--- src/rtl/tt_sweep_pkg.sv ---
// Shared types and helpers for the truth-table sweep controller.
package tt_sweep_pkg;

  localparam int unsigned N_IN = 4;
  localparam int unsigned TT_W = 16;

  typedef enum logic [1:0] {
    IDLE,
    APPLY,
    SAMPLE,
    FINISH
  } tt_state_e;

  function automatic logic [4:0] popcount(input logic [TT_W-1:0] v);
    logic [4:0] c;
    c = '0;
    for (int i = 0; i < TT_W; i++) begin
      c = c + {4'b0000, v[i]};
    end
    return c;
  endfunction

endpackage

--- src/rtl/tt_settle_timer.sv ---
// Loadable 8-bit down-counter; expired while the count sits at zero.
module tt_settle_timer (
  input  logic       clk,
  input  logic       rst,
  input  logic       load,
  input  logic [7:0] load_val,
  input  logic       en,
  output logic       expired
);

  logic [7:0] count_q;

  always_ff @(posedge clk) begin
    if (rst) begin
      count_q <= '0;
    end else if (load) begin
      count_q <= load_val;
    end else if (en && (count_q != 8'd0)) begin
      count_q <= count_q - 8'd1;
    end
  end

  assign expired = (count_q == 8'd0);

endmodule

--- src/rtl/tt_sweep_ctrl.sv ---
// Sweeps all 16 input vectors through a 4-input circuit, builds its truth table
// and compares it against a reference captured at start.
module tt_sweep_ctrl
  import tt_sweep_pkg::*;
#(
  parameter int unsigned SETTLE_CYCLES = 2
) (
  input  logic            clk,
  input  logic            rst,
  input  logic            start,
  input  logic            abort,
  input  logic [TT_W-1:0] expected_tt,
  output logic [N_IN-1:0] dut_in,
  input  logic            dut_out,
  output logic            busy,
  output logic            done,
  output logic [TT_W-1:0] tt_result,
  output logic            match,
  output logic [4:0]      err_count
);

  // Timer is loaded with S-1 so APPLY lasts exactly S cycles.
  localparam logic [7:0] SettleLoad = (SETTLE_CYCLES == 0) ? 8'd0 : 8'(SETTLE_CYCLES - 1);
  localparam bit SkipApply = (SETTLE_CYCLES == 0);

  tt_state_e       state_q;
  logic [N_IN-1:0] idx_q;
  logic [N_IN-1:0] dut_in_q;
  logic [TT_W-1:0] work_q;
  logic [TT_W-1:0] exp_q;
  logic [TT_W-1:0] tt_result_q;
  logic            busy_q;
  logic            done_q;
  logic            match_q;
  logic [4:0]      err_count_q;

  logic            timer_load;
  logic            timer_expired;
  logic [TT_W-1:0] sampled_tt;
  logic            last_vec;

  // Vector 0 is shifted in first so it ends up in the MSB.
  assign sampled_tt = {work_q[TT_W-2:0], dut_out};
  assign last_vec   = (idx_q == '1);

  assign timer_load = ((state_q == IDLE) && start) || ((state_q == SAMPLE) && !last_vec);

  tt_settle_timer u_timer (
    .clk      (clk),
    .rst      (rst),
    .load     (timer_load),
    .load_val (SettleLoad),
    .en       (state_q == APPLY),
    .expired  (timer_expired)
  );

  always_ff @(posedge clk) begin
    if (rst) begin
      state_q     <= IDLE;
      idx_q       <= '0;
      dut_in_q    <= '0;
      work_q      <= '0;
      exp_q       <= '0;
      tt_result_q <= '0;
      busy_q      <= 1'b0;
      done_q      <= 1'b0;
      match_q     <= 1'b0;
      err_count_q <= '0;
    end else begin
      done_q <= 1'b0;
      if ((state_q != IDLE) && abort) begin
        state_q  <= IDLE;
        busy_q   <= 1'b0;
        dut_in_q <= '0;
      end else begin
        unique case (state_q)
          IDLE: begin
            if (start) begin
              exp_q    <= expected_tt;
              idx_q    <= '0;
              dut_in_q <= '0;
              work_q   <= '0;
              busy_q   <= 1'b1;
              state_q  <= SkipApply ? SAMPLE : APPLY;
            end
          end
          APPLY: begin
            if (timer_expired) state_q <= SAMPLE;
          end
          SAMPLE: begin
            work_q <= sampled_tt;
            if (last_vec) begin
              // Results and done land in the FINISH cycle itself.
              state_q     <= FINISH;
              busy_q      <= 1'b0;
              done_q      <= 1'b1;
              tt_result_q <= sampled_tt;
              match_q     <= (sampled_tt == exp_q);
              err_count_q <= popcount(sampled_tt ^ exp_q);
            end else begin
              idx_q    <= idx_q + 1'b1;
              dut_in_q <= idx_q + 1'b1;
              state_q  <= SkipApply ? SAMPLE : APPLY;
            end
          end
          FINISH: begin
            state_q <= IDLE;
          end
        endcase
      end
    end
  end

  assign dut_in    = dut_in_q;
  assign busy      = busy_q;
  assign done      = done_q;
  assign tt_result = tt_result_q;
  assign match     = match_q;
  assign err_count = err_count_q;

endmodule

--- config.mk ---
export PLATFORM = sky130hd
export DESIGN_NAME = tt_sweep_ctrl
export DESIGN_NICKNAME = d
export VERILOG_FILES = /design/src/rtl/tt_sweep_pkg.sv /design/src/rtl/tt_settle_timer.sv /design/src/rtl/tt_sweep_ctrl.sv
export SDC_FILE = /design/constraint.sdc
export NUM_CORES = 1
export LEC_CHECK = 0
export BUFFER_PORTS_ARGS = -buffer_cell sky130_fd_sc_hd__buf_2
export CAP_MARGIN = 20
export CORE_MARGIN = 2
export CORE_UTILIZATION = 54
export CTS_BUF_LIST = sky130_fd_sc_hd__clkbuf_4
export CTS_CLUSTER_DIAMETER = 60
export CTS_CLUSTER_SIZE = 40
export DETAILED_ROUTE_END_ITERATION = 10
export PLACE_DENSITY = 0.79
export SYNTH_ARGS = -nofsm -noshare
export SYNTH_HDL_FRONTEND = slang
export SYNTH_HIERARCHICAL = 1
export SYNTH_SLANG_ARGS = --single-unit
--- constraint.sdc ---
create_clock -name clk -period 4.85 [get_ports clk]
set_clock_uncertainty 0.2 [all_clocks]
set_input_delay 1.2125 -clock clk [delete_from_list [all_inputs] [get_ports clk]]
set_output_delay 1.2125 -clock clk [all_outputs]
set_load 0.02 [all_outputs]
==> results.cfg <==
[sta]
fmax_mhz = 217.9
timing.final.crit_share_pct = 94.61
setup_violations = 0
slew_headroom_pct = 50.44
hold_viol = 0
period_minus_slack_ns = 4.589
slew_viol_final = 0
final.setup.tns_ns = 0
rsz0062_at_grt = false
worstMarginPinSlew_ns = 0.7423

[synth]
seq_area_frac_synth_pct = 40.42
synth_ff_type = dfxtp_1
synth.avg_cell_area_um2 = 8.671
netlist_instances = 417
async_flop_share_pct = 0
netlist.top_cell.by_area = dfxtp_1
yosysWarnings = 6
synth.distinct_cells = 56
yosysTopAreaCellShare_pct = 40.42
synth_area_mm2 = 0.003616
ys_ff_latch = 73
synth.area.top_cells = dfxtp_1 (40%), a21oi_1 (9.1%), nand2_1 (7.9%)
synth_edf_count = 0

[global_route]
grt.total_usage_pct = 21.79
grt_max_degree = 42
antenna_found_initial = 0
grt_pass1_wl_um = 12550
overflow = 0
grt_pass1_vias = 2703

[run]
maxCapViolCount = 0

[cts]
clkTransAtPathRegs_ns = 0.12
cts_num_sinks = 73
cts_setup_buffers = 0
cts_resized = 0
cts_buffers = 9
clockBufferDepth = 2
h-tree-depth = 3
holdBufCountCts = 0
cts_tree = built
clk-insertion-delay-late_ns = 0.43
root_buffer = clkbuf_4

[floorplanning]
core_area_mm2 = 0.006422
ios = 49
fp-row-count = 29
die_height_um = 85.83
initial_core_util_pct = 56.30
die_area_mm2 = 0.007367
fp.dieW_um = 85.83

[critical_path]
crit_type = in2reg
ff2ff_path_depth = 13
crit_arrival_ns = 4.75
cp-start-kind = input port
worst_setup_path_end_kind = register
path_max_fanout = 2
crit_required_ns = 5.02

[worst_hold_path]
min_path_cells = 2
hold_class = reg2reg

[route]
vias = 2985
wirelength_um = 7582
drt-met1-wl_um = 3637
wl_met2_um = 3353
wl_met3_um = 375
drt-pass1-iter-count = 9
drc_errors = 3
viasPerCell = 5.467
highest_layer = met4
ant_nets = 0
drt-initial-drc-count = 183
post_drt_wl_per_cell_um = 13.89

[place]
place_area_mm2 = 0.003905
io_buffers = 48
place.gp.congestion = 0.9364
hpwl_um = 5344

[final_layout]
num-fill-cells = 562
diodes = 0
drive_above_1_share_pct = 17.91
syn2layout_area_growth_pct = 11.70
fin_area_mm2 = 0.004039
seq_area_mm2 = 0.001461
final_net_count = 504
utilization_pct = 62.89
multiInputGateArea_mm2 = 0.001987

[power]
power_density_mw_per_mm2 = 329.9
p_total_uw = 1332
peakVddDrop_mv = 0.1897
p_leak_uw = 0.001662

[run_status]
outcome = finished with violations
violations = DRC
## cells in the final DEF (no fill, tap or decap), types with 2 or more instances in the layout
| cell | netlist | layout |
|---|---|---|
| o21ai_0 | 10 | 10 |
| inv_1 | 19 | 19 |
| nor3_1 | 3 | 3 |
| nor2_1 | 29 | 29 |
| fa_1 | 10 | 10 |
| dfxtp_1 | 73 | 73 |
| mux2i_1 | 2 | 2 |
| nor3b_1 | 3 | 3 |
| o211ai_1 | 3 | 3 |
| or3_2 | 2 | 2 |
| nand2b_1 | 3 | 3 |
| a21o_1 | 2 | 2 |
| clkbuf_4 | 0 | 10 |
| clkinvlp_4 | 0 | 2 |
| nor4bb_1 | 15 | 15 |
| buf_4 | 1 | 6 |
| xor2_1 | 10 | 10 |
| conb_1 | 2 | 8 |
| xnor2_1 | 12 | 12 |
| nand4_1 | 2 | 2 |
| clkinv_2 | 0 | 2 |
| a21oi_1 | 66 | 66 |
| or4_1 | 2 | 2 |
| or4_2 | 2 | 2 |
| nand3_1 | 2 | 2 |
| a211oi_1 | 3 | 3 |
| nor2b_1 | 3 | 3 |
| nand2_1 | 76 | 76 |
| nand3b_1 | 3 | 3 |
| ha_1 | 9 | 9 |
| a311oi_1 | 2 | 2 |
| buf_2 | 5 | 48 |
| clkinv_1 | 1 | 2 |
| nand4b_1 | 2 | 2 |
## cells in the mapped netlist, drive strengths merged (9+ instances only)
master and instances:
clkbuf 14, fa 10, inv 19, xnor2 12, nand2 76, xor2 10, o21ai 10, nor4bb 15
a21oi 67, buf 10, nor2 30, ha 9, dfxtp 73
## layer usage
metal	up-vias	global-route usage (%)
li1	1511	-
met1	1379	29.52
met2	75	32.88
met3	20	4.139
met4	0	11.98
met5	-	0
## final cells by class
type / instances / share of cell area, %
clock buffer: 10 / 1.859
clock inverter: 6 / 1.456
inverter: 20 / 1.859
multi-input combinational: 306 / 49.19
sequential: 73 / 36.18
tap: 77 / 2.385
timing repair buffer: 54 / 7.063
## sequential cells by signal, indices dropped and copies added, names as in the netlist
signal           flops
match                1
busy                 1
tt_result           16
state_q              2
done                 1
err_count            5
dut_in               4
exp_q               16
work_q              15
idx_q                4
u_timer/count_q      8
## critical path, cell delays in order
cell,delay (ns)
buf_2,0.12
xnor2_1,0.16
fa_1,0.55
inv_1,0.06
fa_1,0.41
inv_1,0.08
fa_1,0.44
fa_1,0.58
inv_1,0.05
ha_1,0.27
a21o_1,0.10
a21oi_1,0.07
or4b_1,0.47
a31oi_1,0.17
## power breakdown
| part | internal, uW | leakage, uW | total, uW | switching [uW] |
|---|---|---|---|---|
| clock | 159 | 0.0000698 | 374 | 215 |
| sequential | 622 | 0.000593 | 651 | 28.5 |
| combinational | 135 | 0.00100 | 307 | 172 |
| total | 916 | 0.00166 | 1330 | 416 |
## metrics by stage
| stage | hold WS (ns) | instances | setup slack [ns] |
|---|---|---|---|
| after global placement | 0.2359 | 530 | -0.08819 |
| final | 0.2576 | 546 | 0.2614 |
| after detailed placement | 0.2425 | 530 | -0.1855 |
| after floorplan | 0.2478 | 423 | 0.06283 |
| after global routing | 0.2713 | 546 | 0.1390 |
| after CTS | 0.2577 | 546 | 0.2702 |
## worst paths after layout
check,from,to,slack [ns]
min,dut_in[3],dut_in[3],0.26
max reg2reg,work_q[0],err_count[3],0.77
min reg2reg,dut_in[3],dut_in[3],0.26
max,dut_out,err_count[3],0.26
## kinds of logic (layout without fill, tap and decap cells)
| kind of cell | Yosys count | in the layout | share of synthesized area, % |
|---|---|---|---|
| and+or+nand+nor | 160 | 160 | 24.12 |
| xor gates and xnor gates | 22 | 22 | 5.329 |
| muxes | 2 | 2 | 0.5537 |
| DFF | 73 | 73 | 40.42 |
| buffers and inverters | 44 | 90 | 5.259 |
| adders and majority gates | 19 | 19 | 8.651 |
| other | 2 | 8 | 0.2077 |
| AOI/OAI and AO/OA | 95 | 95 | 15.47 |
Power figures use the tool's default switching activity.
